### src/rtl/main_controller_pkg.sv
// Shared constants for the multicycle MIPS main controller:
// state codes, opcode/funct values, ALU encodings and the control bundle.
package main_controller_pkg;

  localparam logic [3:0] S_RST     = 4'd0;
  localparam logic [3:0] S_FETCH   = 4'd1;
  localparam logic [3:0] S_DECODE  = 4'd2;
  localparam logic [3:0] S_MEMADR  = 4'd3;
  localparam logic [3:0] S_MEMRD   = 4'd4;
  localparam logic [3:0] S_MEMWB   = 4'd5;
  localparam logic [3:0] S_MEMWR   = 4'd6;
  localparam logic [3:0] S_RTYPEEX = 4'd7;
  localparam logic [3:0] S_RTYPEWB = 4'd8;
  localparam logic [3:0] S_BEQ     = 4'd9;
  localparam logic [3:0] S_ADDIEX  = 4'd10;
  localparam logic [3:0] S_ADDIWB  = 4'd11;
  localparam logic [3:0] S_JUMP    = 4'd12;
  localparam logic [3:0] S_JAL     = 4'd13;
  localparam logic [3:0] S_ILLEGAL = 4'd14;

  localparam logic [5:0] OP_RTYPE = 6'h00;
  localparam logic [5:0] OP_LW    = 6'h23;
  localparam logic [5:0] OP_SW    = 6'h2B;
  localparam logic [5:0] OP_BEQ   = 6'h04;
  localparam logic [5:0] OP_ADDI  = 6'h08;
  localparam logic [5:0] OP_J     = 6'h02;
  localparam logic [5:0] OP_JAL   = 6'h03;

  localparam logic [5:0] FN_ADD = 6'h20;
  localparam logic [5:0] FN_SUB = 6'h22;
  localparam logic [5:0] FN_AND = 6'h24;
  localparam logic [5:0] FN_OR  = 6'h25;

  localparam logic [1:0] ALU_ADD = 2'b00;
  localparam logic [1:0] ALU_SUB = 2'b01;
  localparam logic [1:0] ALU_AND = 2'b10;
  localparam logic [1:0] ALU_OR  = 2'b11;

  typedef struct packed {
    logic [1:0] alu_control;
    logic [1:0] alu_src_a;
    logic [1:0] alu_src_b;
    logic [1:0] pc_source;
    logic [1:0] reg_write;
    logic [1:0] reg_dst;
    logic [1:0] mem_to_reg;
    logic       is_interrupted;
    logic       is_branch;
    logic       pc_write;
    logic       lor_d;
    logic       mem_write;
    logic       ir_write;
    logic       irq_ack;
    logic       illegal_op;
  } ctrl_t;

endpackage

### src/rtl/main_controller_alu_decoder.sv
// Maps an R-type funct field to the 2-bit ALU operation.
// Ports: funct in, aluControl out, legal = funct is one we implement.
module alu_decoder
  import main_controller_pkg::*;
(
  input  logic [5:0] funct,
  output logic [1:0] aluControl,
  output logic       legal
);

  always_comb begin
    aluControl = ALU_ADD;
    legal      = 1'b1;
    case (funct)
      FN_ADD:  aluControl = ALU_ADD;
      FN_SUB:  aluControl = ALU_SUB;
      FN_AND:  aluControl = ALU_AND;
      FN_OR:   aluControl = ALU_OR;
      default: legal      = 1'b0;
    endcase
  end

endmodule

### src/rtl/main_controller.sv
// Moore FSM driving the multicycle DataPath, with level-irq latch.
// Ports: clk/resetN, op/funct from IR, irq in; DataPath controls out.
module main_controller
  import main_controller_pkg::*;
(
  input  logic       clk,
  input  logic       resetN,
  input  logic [5:0] op,
  input  logic [5:0] funct,
  input  logic       irq,
  output logic [1:0] aluControl,
  output logic [1:0] aluSrcA,
  output logic [1:0] aluSrcB,
  output logic [1:0] pcSource,
  output logic [1:0] regWrite,
  output logic [1:0] regDst,
  output logic [1:0] memToReg,
  output logic       isInterrupted,
  output logic       isBranch,
  output logic       pcWrite,
  output logic       lorD,
  output logic       memWrite,
  output logic       IrWrite,
  output logic       irqAck,
  output logic       illegalOp
);

  logic [3:0] state_q, state_d;
  logic       pend_q, pend_d;
  logic [1:0] fn_alu;
  logic       fn_legal;
  ctrl_t      ctrl;

  alu_decoder u_alu_dec (
    .funct      (funct),
    .aluControl (fn_alu),
    .legal      (fn_legal)
  );

  always_ff @(posedge clk or negedge resetN) begin
    if (!resetN) begin
      state_q <= S_RST;
      pend_q  <= 1'b0;
    end else begin
      state_q <= state_d;
      pend_q  <= pend_d;
    end
  end

  // A new irq in the servicing FETCH keeps the flag set.
  always_comb begin
    pend_d = pend_q;
    if (irq)
      pend_d = 1'b1;
    else if (state_q == S_FETCH)
      pend_d = 1'b0;
  end

  always_comb begin
    state_d = S_FETCH;
    case (state_q)
      S_RST:    state_d = S_FETCH;
      S_FETCH:  state_d = S_DECODE;
      S_DECODE: begin
        case (op)
          OP_LW, OP_SW: state_d = S_MEMADR;
          OP_RTYPE:
            state_d = fn_legal ? S_RTYPEEX : S_ILLEGAL;
          OP_BEQ:  state_d = S_BEQ;
          OP_ADDI: state_d = S_ADDIEX;
          OP_J:    state_d = S_JUMP;
          OP_JAL:  state_d = S_JAL;
          default: state_d = S_ILLEGAL;
        endcase
      end
      S_MEMADR:
        state_d = (op == OP_LW) ? S_MEMRD : S_MEMWR;
      S_MEMRD:   state_d = S_MEMWB;
      S_RTYPEEX: state_d = S_RTYPEWB;
      S_ADDIEX:  state_d = S_ADDIWB;
      default:   state_d = S_FETCH;
    endcase
  end

  always_comb begin
    ctrl = '0;
    case (state_q)
      S_FETCH: begin
        ctrl.ir_write       = 1'b1;
        ctrl.alu_src_b      = 2'b01;
        ctrl.pc_write       = 1'b1;
        ctrl.is_interrupted = pend_q;
        ctrl.irq_ack        = pend_q;
      end
      S_DECODE: ctrl.alu_src_b = 2'b11;
      S_MEMADR, S_ADDIEX: begin
        ctrl.alu_src_a = 2'b01;
        ctrl.alu_src_b = 2'b10;
      end
      S_MEMRD: ctrl.lor_d = 1'b1;
      S_MEMWB: begin
        ctrl.mem_to_reg = 2'b01;
        ctrl.reg_write  = 2'b01;
      end
      S_MEMWR: begin
        ctrl.lor_d     = 1'b1;
        ctrl.mem_write = 1'b1;
      end
      S_RTYPEEX: begin
        ctrl.alu_src_a   = 2'b01;
        ctrl.alu_control = fn_alu;
      end
      S_RTYPEWB: begin
        ctrl.reg_dst   = 2'b01;
        ctrl.reg_write = 2'b01;
      end
      S_ADDIWB: ctrl.reg_write = 2'b01;
      S_BEQ: begin
        ctrl.alu_src_a   = 2'b01;
        ctrl.alu_control = ALU_SUB;
        ctrl.pc_source   = 2'b01;
        ctrl.is_branch   = 1'b1;
      end
      S_JUMP: begin
        ctrl.pc_source = 2'b10;
        ctrl.pc_write  = 1'b1;
      end
      S_JAL: begin
        ctrl.pc_source  = 2'b10;
        ctrl.pc_write   = 1'b1;
        ctrl.reg_dst    = 2'b10;
        ctrl.mem_to_reg = 2'b10;
        ctrl.reg_write  = 2'b01;
      end
      S_ILLEGAL: ctrl.illegal_op = 1'b1;
      default: ctrl = '0;
    endcase
  end

  assign aluControl    = ctrl.alu_control;
  assign aluSrcA       = ctrl.alu_src_a;
  assign aluSrcB       = ctrl.alu_src_b;
  assign pcSource      = ctrl.pc_source;
  assign regWrite      = ctrl.reg_write;
  assign regDst        = ctrl.reg_dst;
  assign memToReg      = ctrl.mem_to_reg;
  assign isInterrupted = ctrl.is_interrupted;
  assign isBranch      = ctrl.is_branch;
  assign pcWrite       = ctrl.pc_write;
  assign lorD          = ctrl.lor_d;
  assign memWrite      = ctrl.mem_write;
  assign IrWrite       = ctrl.ir_write;
  assign irqAck        = ctrl.irq_ack;
  assign illegalOp     = ctrl.illegal_op;

endmodule

### config.mk
export PLATFORM = sky130hd
export DESIGN_NAME = main_controller
export DESIGN_NICKNAME = d
export VERILOG_FILES = /design/src/rtl/main_controller_pkg.sv /design/src/rtl/main_controller_alu_decoder.sv /design/src/rtl/main_controller.sv
export SDC_FILE = /design/constraint.sdc
export NUM_CORES = 1
export LEC_CHECK = 0
export CAP_MARGIN = 15
export CELL_PAD_IN_SITES_DETAIL_PLACEMENT = 0
export CELL_PAD_IN_SITES_GLOBAL_PLACEMENT = 1
export CORE_ASPECT_RATIO = 1.4
export CORE_MARGIN = 4
export CORE_UTILIZATION = 22
export CTS_CLUSTER_SIZE = 20
export DETAILED_ROUTE_END_ITERATION = 6
export PLACE_DENSITY = 0.79
export REMOVE_ABC_BUFFERS = 1
export SYNTH_ARGS = -nofsm -noshare
export SYNTH_HDL_FRONTEND = slang
export SYNTH_SLANG_ARGS = --single-unit
### constraint.sdc
create_clock -name clk -period 1.5 [get_ports clk]
set_clock_uncertainty 0.1 [all_clocks]
set_input_delay 0.15 -clock clk [delete_from_list [all_inputs] [get_ports clk]]
set_output_delay 0.15 -clock clk [all_outputs]
set_load 0.03 [all_outputs]
# Word level (Yosys, flattened, before mapping)
# Index checks and enable logic that the tools add are counted.
# word_totals
register_bits	5
latch_bits	0
ram_bits	0
romBits	0
inputBits	15
wordCells	58
memories	0
# op_classes
addsub	0
multipliers	0
div_mod_pow	0
magnitude_cmp	0
eq_ne	24
shift	0
mux	22
bitwise	0
reduce_logical	10
# ops
operator	n
one-hot mux 4 bit (6 select lines)	2
equality test 6 bit (second input constant)	6
equality test 4 bit (second input constant)	7
equality test 4 x 3 -> 1 bit (second input constant)	4
one-hot mux 2 bit (2 select lines)	4
equality test 6 x 2 -> 1 bit (second input constant)	2
one-hot mux 2 bit (3 select lines)	2
OR reduction 4 bit	3
two-way mux 1 bit	11
equality test 4 x 2 -> 1 bit (second input constant)	2
OR reduction 2 bit	4
equality test 6 x 3 -> 1 bit (second input constant)	1
equality test 6 x 4 -> 1 bit (second input constant)	1
logical NOT 6 bit	1
equality test 4 x 1 -> 1 bit (second input constant)	1
two-way mux 2 bit	2
two-way mux 4 bit	1
OR reduction 3 bit	1
nonzero test 2 bit	1

# Logic depth before layout (Yosys ltp)
# logic_depth
word_depth	6
depth_mapped	5
ltp_nobuf	4

# By module
# Synthesis repeated with hierarchy kept, for this count alone.
# hier_totals
cells_unflattened	80
area_unflattened_um2	630.6
# by_module_without_submodules
mod	instances	cells_each	area_each_um2	seq_area_each_um2
main_controller	1	73	566.8	125.1
alu_decoder	1	7	63.8	0.0

# Worst setup path after synthesis
# OpenSTA, ideal clock, no wires.
# synth_path
kind	register -> output
from	register state_q[1]
to	output isInterrupted
arrival_time_ps	1736
slack_ps	-486
stages_incl_launch_ff	6
path_buffers	1
cell_sequence	dfrtp_1 > nand2b_1 > or3_1 > inv_1 > and2_1 > buf_4
# synth_between
elab_chain_len	2
# synth_lines
item	line_no	text
start: declaration	main_controller.sv:28	logic [3:0] state_q, state_d;
start signal: assignment	main_controller.sv:45	state_q <= state_d;
equality test 4 x 1 -> 1 bit	main_controller.sv:87	case (state_q)
two-way mux 1 bit	main_controller.sv:87	
end: declaration	main_controller.sv:18	output logic isInterrupted,
# No other way between the ends.

# Worst setup path in the final report
# Same ends and word-level chain as after synthesis.

==> flow_summary.ini <==
[outcome]
status = finished with violations
violations = setup timing

[synthesis]
async_flop_share_pct = 100
ys_ff_latch = 5
synth_edf_count = 0
yosysUniqueCellTypes = 35
yosysSeqAreaShare_pct = 20.7
syn-cell-area_um2 = 606
synthFlopType = dfrtp_1
netlist_instances = 82
ys_warn_count = 0
syn_avg_cell_area_um2 = 7.39

[place]
dpl-instance-area_um2 = 985
place.gp.congestion = 0.761
dp_hpwl_um = 1380
dp_cells = 157
io_buffers = 34

[setup_path]
crit_path_end_kind = output port
cp_max_fo = 3
cp.arrival_ns = 1.44
critPathMaxStageDelay_ns = 0.39
rrSetupSlack_ns = -0.11
r2r_cells = 6
path_depth = 5
worstSetupEndpoint = isInterrupted
r2r_end = state_q[1]
critPathLaunch = state_q[1]
cp.required_ns = 1.25
slowest_stage = dfrtp_1
crit_buf_inv = 2
reg2reg_from = state_q[3]
crit_type = reg2out
critical-path-top-delay-family = simple AND/OR/NAND/NOR gates
start_kind = flip-flop
cp_cell_sequence = nand2b_4 > or3_4 > inv_2 > and2_4 > buf_6

[global_route]
grt_max_degree = 14
grt_pass1_wl_um = 2840
antenna_found_initial = 0
grt_pass1_vias = 699
grt_overflow_total = 0
grt_usage_pct = 9.92

[final_layout]
stdcell_area_mm2 = 0.00144
final_cells = 175
n_antenna_cell = 0
drive_above_1_share_pct = 60.4
nNetsFinal = 155
area_delta_synth_final_pct = 138

[cts]
ctsHoldBuffers = 0
worstSkewPairLatency_ns = 0.24
clk_pin_slew_ns = 0.05
clock_path_buffers = 2
cts-root-buf = clkbuf_4
numCtsBuffers = 3
cts_num_sinks = 5
cts_tree = built
cts_max_level = 1

[pwr]
vdd_drop_max_mv = 0.914
p_leak_nw = 0.696
cellPowerDensity_mw_per_mm2 = 1880
power_mw = 2.71

[drt]
num_vias = 791
routed_wl_um = 2180
drc_errors = 0
drt_iter0_drc = 9
vias_per_cell = 4.52
routedWlPerCell_um = 12.5
ant_nets = 0
drtPass1Iterations = 3

[die]
die_area_mm2 = 0.00367
io-pin-count = 37
num_rows = 22
core_area_mm2 = 0.00264
start_util_pct = 22.9
die_w_um = 52.3
die_h_um = 70.1

[timing]
finalSetupViolations = 12
maxSlewViolCount = 0
hold_viol = 0
finalCriticalPeriod_ns = 1.69
finalWorstSetupSlack_ns = -0.190
grt_setup_unrepaired = yes
fin_crit_sh_pct = 113
fmax_mhz = 592

[flow_run]
cap_violations = 0

[worst_hold_path]
holdCritPathClass = in2async
-- sequential cells by signal, summed over array words and instances, names as in the netlist --
signal / count
state_q: 4
pend_q: 1
-- cell usage in the layout, fill, tap and decap left out, drive strengths merged, types with 3 or more instances in the layout --
cell type | Yosys | final
nor2 | 11 | 11
and2 | 3 | 3
dlymetal6s2s | 0 | 11
dfrtp | 5 | 5
clkbuf | 0 | 4
buf | 9 | 47
o21ai | 6 | 6
nor3 | 5 | 5
nand2b | 5 | 5
clkdlybuf4s50 | 0 | 3
nand2 | 7 | 7
-- Yosys cell counts (all sizes together) (2+ instances only) --
cell type,number,area [um^2]
nor2,11,41.3
a21oi,2,10.0
nand4b,2,17.5
nand2,7,26.3
buf,9,57.6
nor2b,2,12.5
o22ai,2,12.5
nor3,5,36.3
dfrtp,5,125
o21ai,6,30.0
nand2b,5,31.3
and2,3,18.8
inv,2,7.51
mux2i,2,20.0
-- worst reg2reg max path: cells and delay by family (launching register included) --
kind,cells,cell delay [ns]
flops,1,0.45
simple gates,1,0.40
buf+inv,3,0.35
compound gates,2,0.19
-- where the power goes --
part	internal, mW	leakage, nW	switching, mW
Sequential	0.204	0.0556	0.0848
Combinational	1.14	0.626	1.12
Clock	0.101	0.0150	0.0549
-- how the worst min path moves through the flow --
stage                      start          to
after CTS                 resetN      pend_q
final                     resetN      pend_q
after global placement    resetN      pend_q
after global routing      resetN  state_q[1]
after detailed placement  resetN      pend_q
after floorplan           resetN      pend_q
-- metal layers --
metal	GRT usage (%)	part of all wire, %	routed length, um	vias to the layer above
met2	16.2	53	1150	30
met4	5.11	1.2	27	0
li1	-	-	-	401
met3	2.35	6.9	151	2
met1	11.6	39	852	358
met5	0	0	0	-
-- cell families (layout without fill, tap and decap cells) --
family / count (synthesis) / after routing / synth area share [%]
AND/OR/NAND/NOR: 44 / 44 / 41.5
buffers and inverters: 11 / 67 / 10.7
XOR/XNOR: 1 / 1 / 1.45
other: 1 / 2 / 0.619
AO/OA/AOI/OAI: 18 / 18 / 21.7
multiplexers: 2 / 2 / 3.31
flip-flops: 5 / 5 / 20.7
-- final cells by class --
type,instances,area [um^2]
Timing Repair Buffer,61,632
Inverter,2,7.51
Fill cell,253,1200
Sequential cell,5,129
Clock buffer,4,26.3
Tap cell,36,45.0
Multi-Input combinational cell,67,601
-- metrics by stage --
| stage | hold slack, ns | TNS [ns] | utilization [%] | setup WS [ns] |
|---|---|---|---|---|
| 2_1_floorplan | -0.246 | -3.54 | - | -0.556 |
| 3_3_place_gp | 0.289 | -0.671 | 37.3 | -0.134 |
| 3_5_place_dp | 0.287 | -0.799 | 37.3 | -0.166 |
| 4_1_cts | 0.0328 | -1.34 | 42.0 | -0.178 |
| 5_1_grt | 0.0440 | -2.57 | 54.5 | -0.299 |
| 6_report | 0.0293 | -1.55 | 54.5 | -0.190 |
-- repair_timing --
item | 4_1_cts | 5_1_grt
setup buffers | 2 | 14
resized for setup | 23 | 56
endpoints found under the setup margin | 18 | 23
pin swaps | 6 | 16
Note: power is estimated with default switching activity, not from simulation.
==> edit 1: new RTL, config.mk and constraints unchanged <==
Reset style: synchronous (`resetN`), changed in one clocked block.
--- a/src/rtl/main_controller.sv
+++ b/src/rtl/main_controller.sv
@@ -39,3 +39,3 @@
 
-  always_ff @(posedge clk or negedge resetN) begin
+  always_ff @(posedge clk) begin
     if (!resetN) begin
Check against the original RTL: differs if resetN is asserted again (counterexample within 4 cycles, from zero or initial values and one cycle with resetN low); with resetN held inactive, the same outputs for 10 cycles.
==> edit 1 against the original RTL <==
  * The flow still finishes with violations (negative setup slack)
  * Worst setup slack better by 0.19 ns
  * Via count is 12% higher
  * Fmax up 12%
  * Sequential cell count stayed put
  * Area after synthesis shrank 0.62%
  * Register-to-register slack gained 0.13 ns
  * Wire length grew 11%
  * First-iteration DRC count rose by 78%
  * Die area is 0.53% lower
  * Sequential share of layout area shrank 0.21 points
  * Non-clock buffer count increased by 5
  * Cell area decreased by 11%
  * Highest routed layer unchanged
Power is left out: it rests on default switching activity, and per cell area and clock period it moved more than threefold.
==> edit 1: results (changes against the original RTL) <==
Nets 166 (+7.1%); met1 wire length 918 um (+7.7%); Critical Path AT 1.25 ns (-0.19 ns); met3 wire len 168 um (+11%); FF-to-FF setup slack 0.02 ns (+0.13 ns); CP startpoint state_q[1]; Reg2Reg Depth 5 (-1); Setup WS post-layout -0.002506 ns (+0.1874 ns); vias in the first global route 902 (+29%); FFs w/ async S/R, synth 0 (-1.000); Yosys cell types 37 (+5.7%); Reg2Reg Launch Point state_q[0]; worst hold path class in -> reg; outcome finished, violations left; most instantiated cells after synthesis nor2_1 (10), a21oi_1 (7), buf_4 (6), nand2_1 (6), nand2b_1 (6); setup violators final 3 (-9); Starting DRT DRC Count 16 (+7); GR Util met2 0.2490 (+0.08735); sequential area share after synthesis 0.1663 (-0.04029); crit-path leading delay family flip-flops; Post-Syn Instances 88 (+7.3%); Tot GR Track Use 0.1286 (+0.02948); FILL cells 267 (+5.5%); final setup TNS -0.005122 ns (+1.542 ns); grt met1 use 0.1329 (+0.01677); first-pass GRT wire length 3684 um (+30%); failing checks negative setup slack; Met2 Wirelength 1309 um (+14%); Slowest-stage cell, CP dfxtp_4; post-CTS sizing 27 (+17%); reg2reg end state_q[1]; Post-CTS Setup Inserts 9 (+7); Setup crit end isBranch; detailed-placement wirelength estimate 1677 um (+22%)
==> edit 1: layout make-up <==
cell class                 count  area, um^2  share of cell area
inverter                       2       7.507            0.005825
timing repair buffer          66       575.6              0.4466
clock buffer                   4       26.28             0.02039
tap                           36       45.04             0.03495
sequential                     5       112.6             0.08738
multi-input combinational     73       521.8              0.4049
==> edit 1: worst min path at each step <==
stage                       endpoint  slack, ns  startpoint
after floorplan               pend_q       0.18      resetN
after global placement        pend_q       0.38      pend_q
after detailed placement      pend_q       0.40      pend_q
after CTS                     pend_q       0.41      pend_q
after global routing      state_q[2]       0.46      resetN
final                     state_q[2]       0.43      resetN
==> edit 1: cells by family (layout without fill, tap and decap cells) <==
group	count (synthesis)	after routing	share of synthesized area
flops	5	5	0.1663
other cells	1	2	0.006231
xor+xnor	1	1	0.01456
mux	1	1	0.01663
simple gates	45	45	0.4179
buf+inv	11	72	0.1102
compound gates	24	24	0.2682
==> edit 2: new RTL, same flow settings <==
Made on the original files. Register the input `irq` before use. The logic sees it one clock later. The other inputs are not delayed to match. Comments in the files are not updated.
--- a/src/rtl/main_controller.sv
+++ b/src/rtl/main_controller.sv
@@ -27,2 +27,8 @@
 
+  logic irq_q;
+
+  always_ff @(posedge clk) begin
+    irq_q <= irq;
+  end
+
   logic [3:0] state_q, state_d;
@@ -52,3 +58,3 @@
     pend_d = pend_q;
-    if (irq)
+    if (irq_q)
       pend_d = 1'b1;
Check against the original RTL: not equivalent (Yosys sat finds a counterexample within 4 cycles, from zero or initial values and one cycle with resetN low).
==> edit 2 against the original RTL <==
  * Sequential cell count up 1
  * Sequential share of layout area up 2.2 points
  * Worst hold slack worse by 0.017 ns
  * Critical path type unchanged
  * Via count up 1.6%
  * Largest cell class unchanged
  * Worst setup slack worse by 0.16 ns
  * The run still ends with negative setup slack left
  * Wire length up 3.0%
  * Largest power group unchanged
  * Area after synthesis down 1.9%
  * Final cell count unchanged
  * Critical path depth down 1
  * Power down 3.8%
  * Non-clock buffer count down 2
  * Highest routed layer unchanged
  * Die area down 1.6%
  * Cell area down 9.6%
==> edit 2: results (changes against the original RTL) <==
Setup WS post-layout -0.3497 ns (-0.1598 ns); H-tree depth 1 (unchanged); sequential area share after synthesis 0.2442 (+0.03760); Nets 155 (unchanged); post-synthesis mux area share 0.01895 (-0.01411); Top Registers state_q x4, irq_q x1, pend_q x1; Tot GR Track Use 0.1132 (+0.01399); failing checks negative setup slack; most instantiated cells after synthesis nor2_1 (14), nand2_1 (8), a21oi_1 (6); FILL cells 252 (-0.40%); Synth Area in Compound Gates 0.1958 (-0.02115); initial antenna violation count 0 (unchanged); Post-CTS Setup Inserts 8 (+6); Yosys cell types 35 (unchanged); RD Place Congestion 0.7928 (+4.2%); FFs w/ async S/R, synth 0.8333 (-0.1667); Post-Synth XOR/XNOR Area 0.01474 (+0.0002740); clk_lat worst skew 0.25 ns; vias in the first global route 779 (+11%); crit-path leading delay family simple AND/OR/NAND/NOR gates; Static Leak 0.0005672 uW (-19%); CTS root buf clkbuf_4; Net Sw Power 1252 uW (-0.49%); outcome finished, violations left; total CTS buffers 3 (unchanged); slowest stage delay, CP 0.54 ns (+0.15 ns); Pre-antenna DRT Iters 2 (-1); Starting DRT DRC Count 5 (-4); detailed-placement wirelength estimate 1546 um (+12%); vias per cell 4.594 (+1.6%); area share of fa/ha/maj cells after synthesis 0 (unchanged); largest net degree at the start of global routing 10 (-4); Worst-path clk slew 0.05 ns (about the same); share of cells above drive strength 1 0.5683 (-0.03597); drt drc 0 (unchanged); I/O Buffers 34 (unchanged); Routed WL 2246 um (+3.0%); Inserted Diodes 0 (unchanged); Max clock buf depth 2 (unchanged); Slowest-stage cell, CP or4b_4; Max IR drop VDD 0.8288 mV (-9.4%); main area contributors after synthesis dfrtp_1 (21%), nor2_1 (8.8%), a21oi_1 (5.1%), buf_4 (5.1%), nand2_1 (5.1%); post-CTS sizing 40 (+74%); setup violators final 22 (+10); Critical Path AT 1.60 ns (+0.16 ns); Yosys Warn Count 0 (unchanged); first-pass GRT wire length 3194 um (+12%); worst hold path class in -> async; Hold Buf Count CTS 0 (unchanged); largest fanout on the critical path 2 (-1)
edit 2: cell types whose count changed in the layout (fill, tap and decap cells not counted), moves of 3 or more:
cell | before | now
dfrtp_2 | 3 | 0
dlygate4sd2_1 | 0 | 3
dlymetal6s2s_1 | 11 | 0
o21ai_0 | 4 | 1
dfrtp_1 | 2 | 5
buf_6 | 21 | 18
nand3_1 | 0 | 4
nand2b_4 | 5 | 1
clkdlybuf4s50_1 | 3 | 11
buf_4 | 23 | 26
edit 2: worst register-to-register path: stages, from the launching register on:
cell and delay, ns:
dfrtp_1 0.40, buf_4 0.15, buf_6 0.12, buf_4 0.13
buf_4 0.14, or2b_1 0.24, a21oi_2 0.12, a221o_1 0.15
edit 2: layout make-up:
type / instances / area [um^2] / share of cell area
clock buffer: 4 / 26.28 / 0.02017
tap: 36 / 45.04 / 0.03458
multi-input combinational: 67 / 513.0 / 0.3939
timing repair buffer: 59 / 554.3 / 0.4256
inverter: 3 / 18.77 / 0.01441
sequential: 6 / 145.1 / 0.1114
edit 2: cells by family after synthesis:
kind of cell,Yosys count
AND/OR/NAND/NOR,45
AO/OA/AOI/OAI,18
buffers and inverters,12
flip-flops,6
XOR/XNOR,1
multiplexers,1
other,1
edit 2: power groups by stage:
stage	combinational (uW)	sequential [uW]	clock (uW)
3_5_place_dp	1500	276	0
4_1_cts	1930	273	165
5_1_grt	2290	290	173
3_3_place_gp	1480	273	0
2_1_floorplan	759	332	0
6_report	2160	284	163
edit 2: path summary, 6_finish.rpt:
| kind | startpoint | to | slack [ns] | depth (start not counted) |
|---|---|---|---|---|
| hold reg to reg | irq_q | pend_q | 0.31 | 1 |
| max in group asynchronous | resetN | state_q[3] | 1.09 | 1 |
| min in group clk | irq | irq_q | 0.25 | 1 |
| setup reg to reg | state_q[1] | state_q[0] | -0.10 | 7 |
| setup / recovery | state_q[0] | aluControl[1] | -0.35 | 4 |
| hold / removal | resetN | state_q[1] | 0.01 | 1 |
edit 2: routing by layer:
| metal | share of wire | vias to the layer above | global-route usage |
|---|---|---|---|
| li1 | - | 400 | - |
| met1 | 0.35 | 385 | 0.1120 |
| met2 | 0.62 | 17 | 0.2252 |
| met3 | 0.024 | 2 | 0.002151 |
| met4 | 0.0093 | 0 | 0.05248 |
| met5 | 0 | - | 0 |
edit 2: metrics by stage:
step	total power [uW]	area (um^2)	cells	TNS [ns]	worst slack, ns
5_1_grt	2750	1303	175	-5.148	-0.4093
3_3_place_gp	1755	988.4	161	-1.703	-0.4425
4_1_cts	2367	1200	173	-3.279	-0.3366
2_1_floorplan	1091	540.5	76	-3.180	-0.5812
3_5_place_dp	1773	988.4	161	-1.815	-0.4829
6_report	2604	1303	175	-4.155	-0.3497
